### src/rtl/reset_seq_ctrl.sv
// reset_seq_ctrl: filters reset requests and releases downstream reset domains
// one at a time, lowest index first, waiting on each domain's ready before the next.
module reset_seq_ctrl #(
    parameter int N_DOMAINS   = 3,
    parameter int MIN_WIDTH   = 3,
    parameter int HOLD_CYCLES = 8,
    parameter int GAP_CYCLES  = 4,
    parameter int TIMEOUT     = 64
) (
    input  logic                 clk,
    input  logic                 rst,
    input  logic                 rst_req,
    input  logic [N_DOMAINS-1:0] dom_ready,
    output logic [N_DOMAINS-1:0] dom_rst,
    output logic                 done,
    output logic                 glitch,
    output logic                 timeout_err
);

    localparam int REQ_W  = $clog2(MIN_WIDTH + 1);
    localparam int HOLD_W = $clog2(HOLD_CYCLES + 1);
    localparam int GAP_W  = $clog2(GAP_CYCLES + 1);
    localparam int TMO_W  = $clog2(TIMEOUT + 1);
    localparam int IDX_W  = (N_DOMAINS > 1) ? $clog2(N_DOMAINS) : 1;

    localparam logic [REQ_W-1:0]     REQ_MAX   = REQ_W'(MIN_WIDTH);
    localparam logic [REQ_W-1:0]     REQ_LAST  = REQ_W'(MIN_WIDTH - 1);
    localparam logic [HOLD_W-1:0]    HOLD_LAST = HOLD_W'(HOLD_CYCLES - 1);
    localparam logic [GAP_W-1:0]     GAP_LAST  = GAP_W'(GAP_CYCLES - 1);
    localparam logic [TMO_W-1:0]     TMO_LAST  = TMO_W'(TIMEOUT - 1);
    localparam logic [IDX_W-1:0]     LAST_IDX  = IDX_W'(N_DOMAINS - 1);
    localparam logic [N_DOMAINS-1:0] ALL_ON    = {N_DOMAINS{1'b1}};
    localparam logic [N_DOMAINS-1:0] ONE       = N_DOMAINS'(1);

    localparam logic [2:0] S_HOLD  = 3'd0;
    localparam logic [2:0] S_WAIT  = 3'd1;
    localparam logic [2:0] S_GAP   = 3'd2;
    localparam logic [2:0] S_RUN   = 3'd3;
    localparam logic [2:0] S_FAULT = 3'd4;

    logic [2:0]        state;
    logic [IDX_W-1:0]  idx;
    logic [IDX_W-1:0]  next_idx;
    logic [REQ_W-1:0]  req_cnt;
    logic [REQ_W-1:0]  req_cnt_nxt;
    logic [HOLD_W-1:0] hold_cnt;
    logic [GAP_W-1:0]  gap_cnt;
    logic [TMO_W-1:0]  tmo_cnt;
    logic              req_hit;
    logic              req_act;
    logic              glitch_det;

    // req_hit fires once, on the sample that completes MIN_WIDTH highs; req_act
    // stays true for as long as that same request is held.
    always_comb begin
        req_hit    = rst_req && (req_cnt == REQ_LAST);
        req_act    = rst_req && (req_cnt >= REQ_LAST);
        glitch_det = !rst_req && (req_cnt != '0) && (req_cnt < REQ_MAX);
        next_idx   = idx + IDX_W'(1);
        if (!rst_req) begin
            req_cnt_nxt = '0;
        end else if (req_cnt == REQ_MAX) begin
            req_cnt_nxt = REQ_MAX;
        end else begin
            req_cnt_nxt = req_cnt + REQ_W'(1);
        end
    end

    always_ff @(posedge clk) begin
        if (rst) begin
            state       <= S_HOLD;
            idx         <= '0;
            req_cnt     <= '0;
            hold_cnt    <= '0;
            gap_cnt     <= '0;
            tmo_cnt     <= '0;
            dom_rst     <= ALL_ON;
            done        <= 1'b0;
            glitch      <= 1'b0;
            timeout_err <= 1'b0;
        end else begin
            req_cnt <= req_cnt_nxt;
            glitch  <= glitch_det;
            // An accepted request aborts whatever is in flight and wins over timeout.
            if (req_hit) begin
                state    <= S_HOLD;
                idx      <= '0;
                hold_cnt <= '0;
                gap_cnt  <= '0;
                tmo_cnt  <= '0;
                dom_rst  <= ALL_ON;
                done     <= 1'b0;
            end else begin
                case (state)
                    S_HOLD: begin
                        dom_rst <= ALL_ON;
                        done    <= 1'b0;
                        if (req_act) begin
                            hold_cnt <= '0;
                        end else if (hold_cnt == HOLD_LAST) begin
                            hold_cnt <= '0;
                            tmo_cnt  <= '0;
                            idx      <= '0;
                            dom_rst  <= ALL_ON & ~ONE;
                            state    <= S_WAIT;
                        end else begin
                            hold_cnt <= hold_cnt + HOLD_W'(1);
                        end
                    end
                    S_WAIT: begin
                        if (dom_ready[idx]) begin
                            tmo_cnt <= '0;
                            gap_cnt <= '0;
                            if (idx == LAST_IDX) begin
                                done  <= 1'b1;
                                state <= S_RUN;
                            end else begin
                                state <= S_GAP;
                            end
                        end else if (tmo_cnt == TMO_LAST) begin
                            tmo_cnt     <= '0;
                            timeout_err <= 1'b1;
                            dom_rst     <= ALL_ON;
                            state       <= S_FAULT;
                        end else begin
                            tmo_cnt <= tmo_cnt + TMO_W'(1);
                        end
                    end
                    S_GAP: begin
                        if (gap_cnt == GAP_LAST) begin
                            gap_cnt <= '0;
                            tmo_cnt <= '0;
                            idx     <= next_idx;
                            dom_rst <= dom_rst & ~(ONE << next_idx);
                            state   <= S_WAIT;
                        end else begin
                            gap_cnt <= gap_cnt + GAP_W'(1);
                        end
                    end
                    S_RUN: begin
                        dom_rst <= '0;
                        done    <= 1'b1;
                    end
                    S_FAULT: begin
                        dom_rst <= ALL_ON;
                        done    <= 1'b0;
                    end
                    default: begin
                        state   <= S_HOLD;
                        dom_rst <= ALL_ON;
                        done    <= 1'b0;
                    end
                endcase
            end
        end
    end

endmodule
### config.mk
export PLATFORM = sky130hd
export DESIGN_NAME = reset_seq_ctrl
export DESIGN_NICKNAME = d
export VERILOG_FILES = /design/src/rtl/reset_seq_ctrl.sv
export SDC_FILE = /design/constraint.sdc
export NUM_CORES = 1
export LEC_CHECK = 0
export CAP_MARGIN = 15
export CORE_MARGIN = 4
export CORE_UTILIZATION = 30
export DETAILED_ROUTE_END_ITERATION = 10
export PLACE_DENSITY_LB_ADDON = 0.3
export SLEW_MARGIN = 25
export SYNTH_ARGS = -nofsm -noshare
export SYNTH_HDL_FRONTEND = slang
export SYNTH_SLANG_ARGS = --single-unit
export TNS_END_PERCENT = 5
### constraint.sdc
create_clock -name clk -period 1.8 [get_ports clk]
set_input_delay 0.54 -clock clk [delete_from_list [all_inputs] [get_ports clk]]
set_output_delay 0.54 -clock clk [all_outputs]
set_load 0.01 [all_outputs]
=== After elaboration in Yosys (flattened, before gate mapping) ===
Index checks and enable logic that the tools add are counted.

* Register bits: 27
* Bits of input ports: 6
* Logic and storage cells: 98

* $add $sub $neg: 5
* Order comparisons: 3
* Equal/unequal tests: 18
* Shift operators: 1
* Multiplexer cells: 34
* Bitwise logic cells: 7
* Reduce and logical (&&, ||, !) cells: 20

{| class="wikitable"
|+ Operators with widths
! operator !! number
|-
| 2-to-1 mux 7 bit || 5
|-
| 2-to-1 mux 3 bit || 10
|-
| case mux 3 bit (4 select lines) || 2
|-
| case mux 7 bit (3 select lines) || 1
|-
| inequality test 2 bit (second input constant) || 7
|-
| AND reduction 4 bit || 3
|-
| equality test 3 x 2 -> 1 bit (second input constant) || 3
|-
| 2-to-1 mux 2 bit || 4
|-
| 2-to-1 mux 4 bit || 2
|-
| adder 7 x 1 -> 7 bit (second input constant) || 1
|-
| equality test 7 x 6 -> 1 bit (second input constant) || 1
|-
| equality test 2 bit (second input constant) || 3
|-
| 2-to-1 mux 1 bit || 6
|-
| case mux 3 bit (2 select lines) || 1
|-
| AND reduction 3 bit || 2
|-
| nonzero test 2 bit || 3
|-
| OR reduction 2 bit || 3
|-
| NOT 1 bit || 5
|-
| AND reduction 5 bit || 1
|-
| adder 2 x 1 -> 2 bit (second input constant) || 2
|-
| adder 4 x 1 -> 4 bit (second input constant) || 1
|-
| equality test 4 x 3 -> 1 bit (second input constant) || 1
|-
| logical AND 1 bit || 4
|-
| case mux 2 bit (2 select lines) || 1
|-
| other kinds (16) || 16
|}

=== Logic depth before layout (Yosys ltp) ===
Gate-level depths: netlist (run 1).

* Depth after elaboration: 6
* Gate-level depth with buffers: 6
* Gate-level depth less buffers: 5

=== Least setup slack after synthesis (run 1) ===
No wires, ideal clock.

* Kind: input to register
* Start point: in dom_ready[1]
* End point: reg tmo_cnt[3]
* Setup time: 0.091 ns
* Arrival: 1.554 ns
* Required time: 1.709 ns
* Slack: 0.156 ns
* Stages on the path: 4
* Buffers on the path: 0
* Path through: mux2i_1 -> o211ai_2 -> or3_1 -> a311oi_1

* Cells in the longest elaborated chain, start to end: 4

{| class="wikitable"
|+ RTL lines
! what !! RTL line !! source
|-
| start: declaration || 13 || <nowiki>input logic [N_DOMAINS-1:0] dom_ready,</nowiki>
|-
| binary-select mux 1 bit (select 2 bit) || 111 || <nowiki>if (dom_ready[idx]) begin</nowiki>
|-
| 2-to-1 mux 1 bit (not written as such) || 111 ||
|-
| 2-to-1 mux 7 bit || 111 ||
|-
| case mux 7 bit (3 select lines) || 94 || <nowiki>case (state)</nowiki>
|-
| end signal: assignment || 126 || <nowiki>tmo_cnt <= tmo_cnt + TMO_W'(1);</nowiki>
|-
| end: declaration || 48 || <nowiki>logic [TMO_W-1:0] tmo_cnt;</nowiki>
|}

Every way passes these cells. The select of a mux whose other input is x is not followed.
A chain may end at the register's enable or synchronous reset.

=== Worst setup path after layout (run 1) ===
Same ends and word-level chain as after synthesis.

==> results of run 1 <==
## metal layers
layer  up-vias  GRT usage, %  share of wire (%)
met5         -             0                  0
li1        716             -                  -
met3         2          2.06                4.1
met4         0          3.15               0.42
met2        19          19.9                 44
met1       637          17.0                 51
## worst paths after layout
path / endpoint
setup reg to reg: dom_rst[2]
setup / recovery: tmo_cnt[3]
hold / removal: done
hold reg to reg: done
## worst max-delay path: stages
cell	delay (ps)
clkdlybuf4s50_1	390
mux2i_1	130
buf_4	160
o211ai_4	100
or3_1	360
a311oi_1	250
## timing repair
item | 4_1_cts | 5_1_grt
setup endpoints to repair | 0 | 9
setup buffers | 0 | 0
resized for setup | 0 | 9
hold buffers | 0 | 0
## registers in the layout, summed over array words and instances (netlist names)
signal / cells
done: 1
req_cnt: 2
idx: 2
state: 3
timeout_err: 1
gap_cnt: 3
hold_cnt: 4
glitch: 1
dom_rst: 3
tmo_cnt: 7
## metrics by stage
step                      setup TNS, ps  cell area (um2)
final                                 0             1890
after floorplan                       0             1480
after global placement            -3860             1810
after detailed placement          -4310             1810
after global routing              -21.8             1890
after CTS                             0             1850
## area by class of cell
cell class | instances | area (um2) | area share (%)
inverter | 10 | 37.5 | 1.98
clock buffer | 4 | 45.0 | 2.38
multi-input combinational | 132 | 918 | 48.5
timing repair buffer | 32 | 268 | 14.1
sequential | 27 | 542 | 28.6
tap | 67 | 83.8 | 4.43
## report_power, final
group          internal, mW  switching, mW
logic                 0.250          0.278
registers             0.661         0.0540
clock network         0.159          0.197
total                  1.07          0.528
## cells by family (layout without fill, tap and decap cells)
logic type | Yosys count | count (layout)
AOI/OAI and AO/OA | 60 | 60
buffers and inverters | 16 | 46
DFF | 27 | 27
xor gates and xnor gates | 1 | 1
and+or+nand+nor | 62 | 62
muxes | 2 | 2
adders and majority gates | 7 | 7
## cells in the mapped netlist, types with 3 or more instances
| library cell | instances |
|---|---|
| nand4_1 | 3 |
| o21ai_0 | 10 |
| a311oi_1 | 4 |
| dfxtp_1 | 27 |
| o31ai_1 | 4 |
| ha_1 | 7 |
| nor3_1 | 4 |
| nand3b_1 | 3 |
| nand2b_1 | 4 |
| or3_1 | 7 |
| nor2_1 | 10 |
| nand2_1 | 6 |
| inv_1 | 10 |
| a21oi_1 | 16 |
| nand3_1 | 9 |
| a211oi_1 | 3 |
| clkbuf_1 | 3 |
| nor3b_1 | 3 |
| a31oi_1 | 7 |
| o21a_1 | 3 |
==> summary.txt, run 1 <==
Status
  • Status: completed

Layout
  • Antenna cells: 0
  • Layout cells sized above 1: 18.5%
  • Nets@finish: between 200 and 250
  • Commonest cells after routing, fill and taps aside: dfxtp_1, buf_4, a21oi_1, clkdlybuf4s50_1
  • Non-Filler Instances: 272
  • Area Growth Syn to Fin: 27.8%
  • Most common cell after layout, fill and taps aside: dfxtp_1
  • Fill count: 492
  • Utilization after layout: ~40%

Synthesis
  • Post-synth ARST share: 0%
  • Post-synthesis cell count: 175
  • Area fraction of the dominant cell type after synthesis: around 36%
  • Seq/Total Area, Yosys: 36.5%
  • Mux cell area share after synthesis: approximately 1.4%
  • Largest family of logic cells by synthesized area: compound AO/OA/AOI/OAI gates
  • Synth unique cells: 45
  • Post-Synth Adder-Cell Area: 5.91%
  • Synth area leader: dfxtp_1
  • Syn avg cell area: 8.47 um2
  • EDFF count, synth: 0
  • Cell Area, Synth: ~1500 um2
  • Top_reg_cell synth: dfxtp_1
  • Synth Register Bits: 27
  • Ys Warns: 0
  • Post-Synth XOR/XNOR Area: less than 1%
  • Synth Area in Simple Gates: 24.3%
  • Largest cells by area after synthesis: dfxtp_1, ha_1, a21oi_1
  • Syn nets: 188
  • Compound-Gate Fraction of Synth Area: 27.1%

Critical path
  • Req. time, crit path: 1990 ps
  • Crit path DAT: approximately 1900 ps
  • FF-to-FF setup slack: 190 ps
  • Critical path class: in -> reg
  • R2R cell count: 5
  • Worst R2R Start: tmo_cnt[0]
  • Critical path origin: dom_ready[1]
  • Crit path max fanout: 5
  • Setup crit start kind: input port
  • Crit. End Element: register

GRT
  • Initial antenna violation count: 0
  • Vias in the first global route: around 1.3k
  • Total Routing Usage GR: about an eighth
  • Pin count of the biggest net entering global routing: 16
  • Global-route wire length before repair: roughly 6.2 mm
  • Overflow after GRT: 0

STA
  • Period minus WS final: 1730 ps
  • Slew headroom: a little under three quarters
  • Worst Max-Slew Pin Slew: 431 ps
  • Clock skew: 1.38 ps
  • Max-slew violations: 0
  • Period utilisation layout: 96.3%
  • Peak Freq: 577 MHz
  • Final Setup Violations: 0
  • RSZ-0062 raised after global routing: yes
  • Final worst slack: 65.8 ps
  • Final hold slack: 460 ps
  • Final hold vios: 0

Power and ir drop
  • Pwr Total: around 1.6 mW
  • PwrDens: 843 nW/um2
  • LEAKAGE: 0.667 nW
  • Peak VDD IR: 0.337 mV

Clocking
  • Clk buf depth: 2
  • Register clock-pin slew on the reported worst setup and hold paths: 100 ps
  • H-Tree Depth: 1
  • CTS tree: built
  • Clock Sinks: 27
  • CTS Root Buffer Type: clkbuf_8
  • Clk Latency, worst-skew pair: 270 ps
  • CTS Buf Count: 3

Die
  • Die X-Extent: 78.3 um
  • IO Count: 12
  • Die ar.: 6130 um2
  • # rows: 25
  • DIE HEIGHT: 78.3 um
  • Initial Util: 31.2%
  • Core footprint: 4750 um2

Placed design
  • I/O Buffers: 11
  • Final Wtd Congestion: between 0.7 and 0.8
  • Placed insts: 268
  • Placement Setup Slack: -288 ps
  • Post-DP HPWL: 2.69 mm

Route
  • Vias: 1374
  • Via/cell ratio: 5.05
  • Final antenna-violating net count: 0
  • Drt pass-1 iters: 4
  • WL per Instance: 13.1 um
  • Total Wirelength: 3.57 mm
  • Initial DRC Count: 119
  • # DRC: 0

Run
  • Max-cap violations: 0

Hold path
  • Start point of the worst min-delay path: done
  • Type of the most critical hold path: reg -> reg
  • Hold-critical path depth: 2
Note: power is estimated with default switching activity, not from simulation.
==> run 2, diff against run 1 <==
--- a/config.mk
+++ b/config.mk
@@ -8,6 +8,7 @@
 export CAP_MARGIN = 15
 export CORE_MARGIN = 4
 export CORE_UTILIZATION = 30
+export CTS_CLUSTER_SIZE = 24
 export DETAILED_ROUTE_END_ITERATION = 10
 export PLACE_DENSITY_LB_ADDON = 0.3
 export SLEW_MARGIN = 25
==> results of run 2 <==
No change in the layout: final DEF, timing and power equal those of run 1.
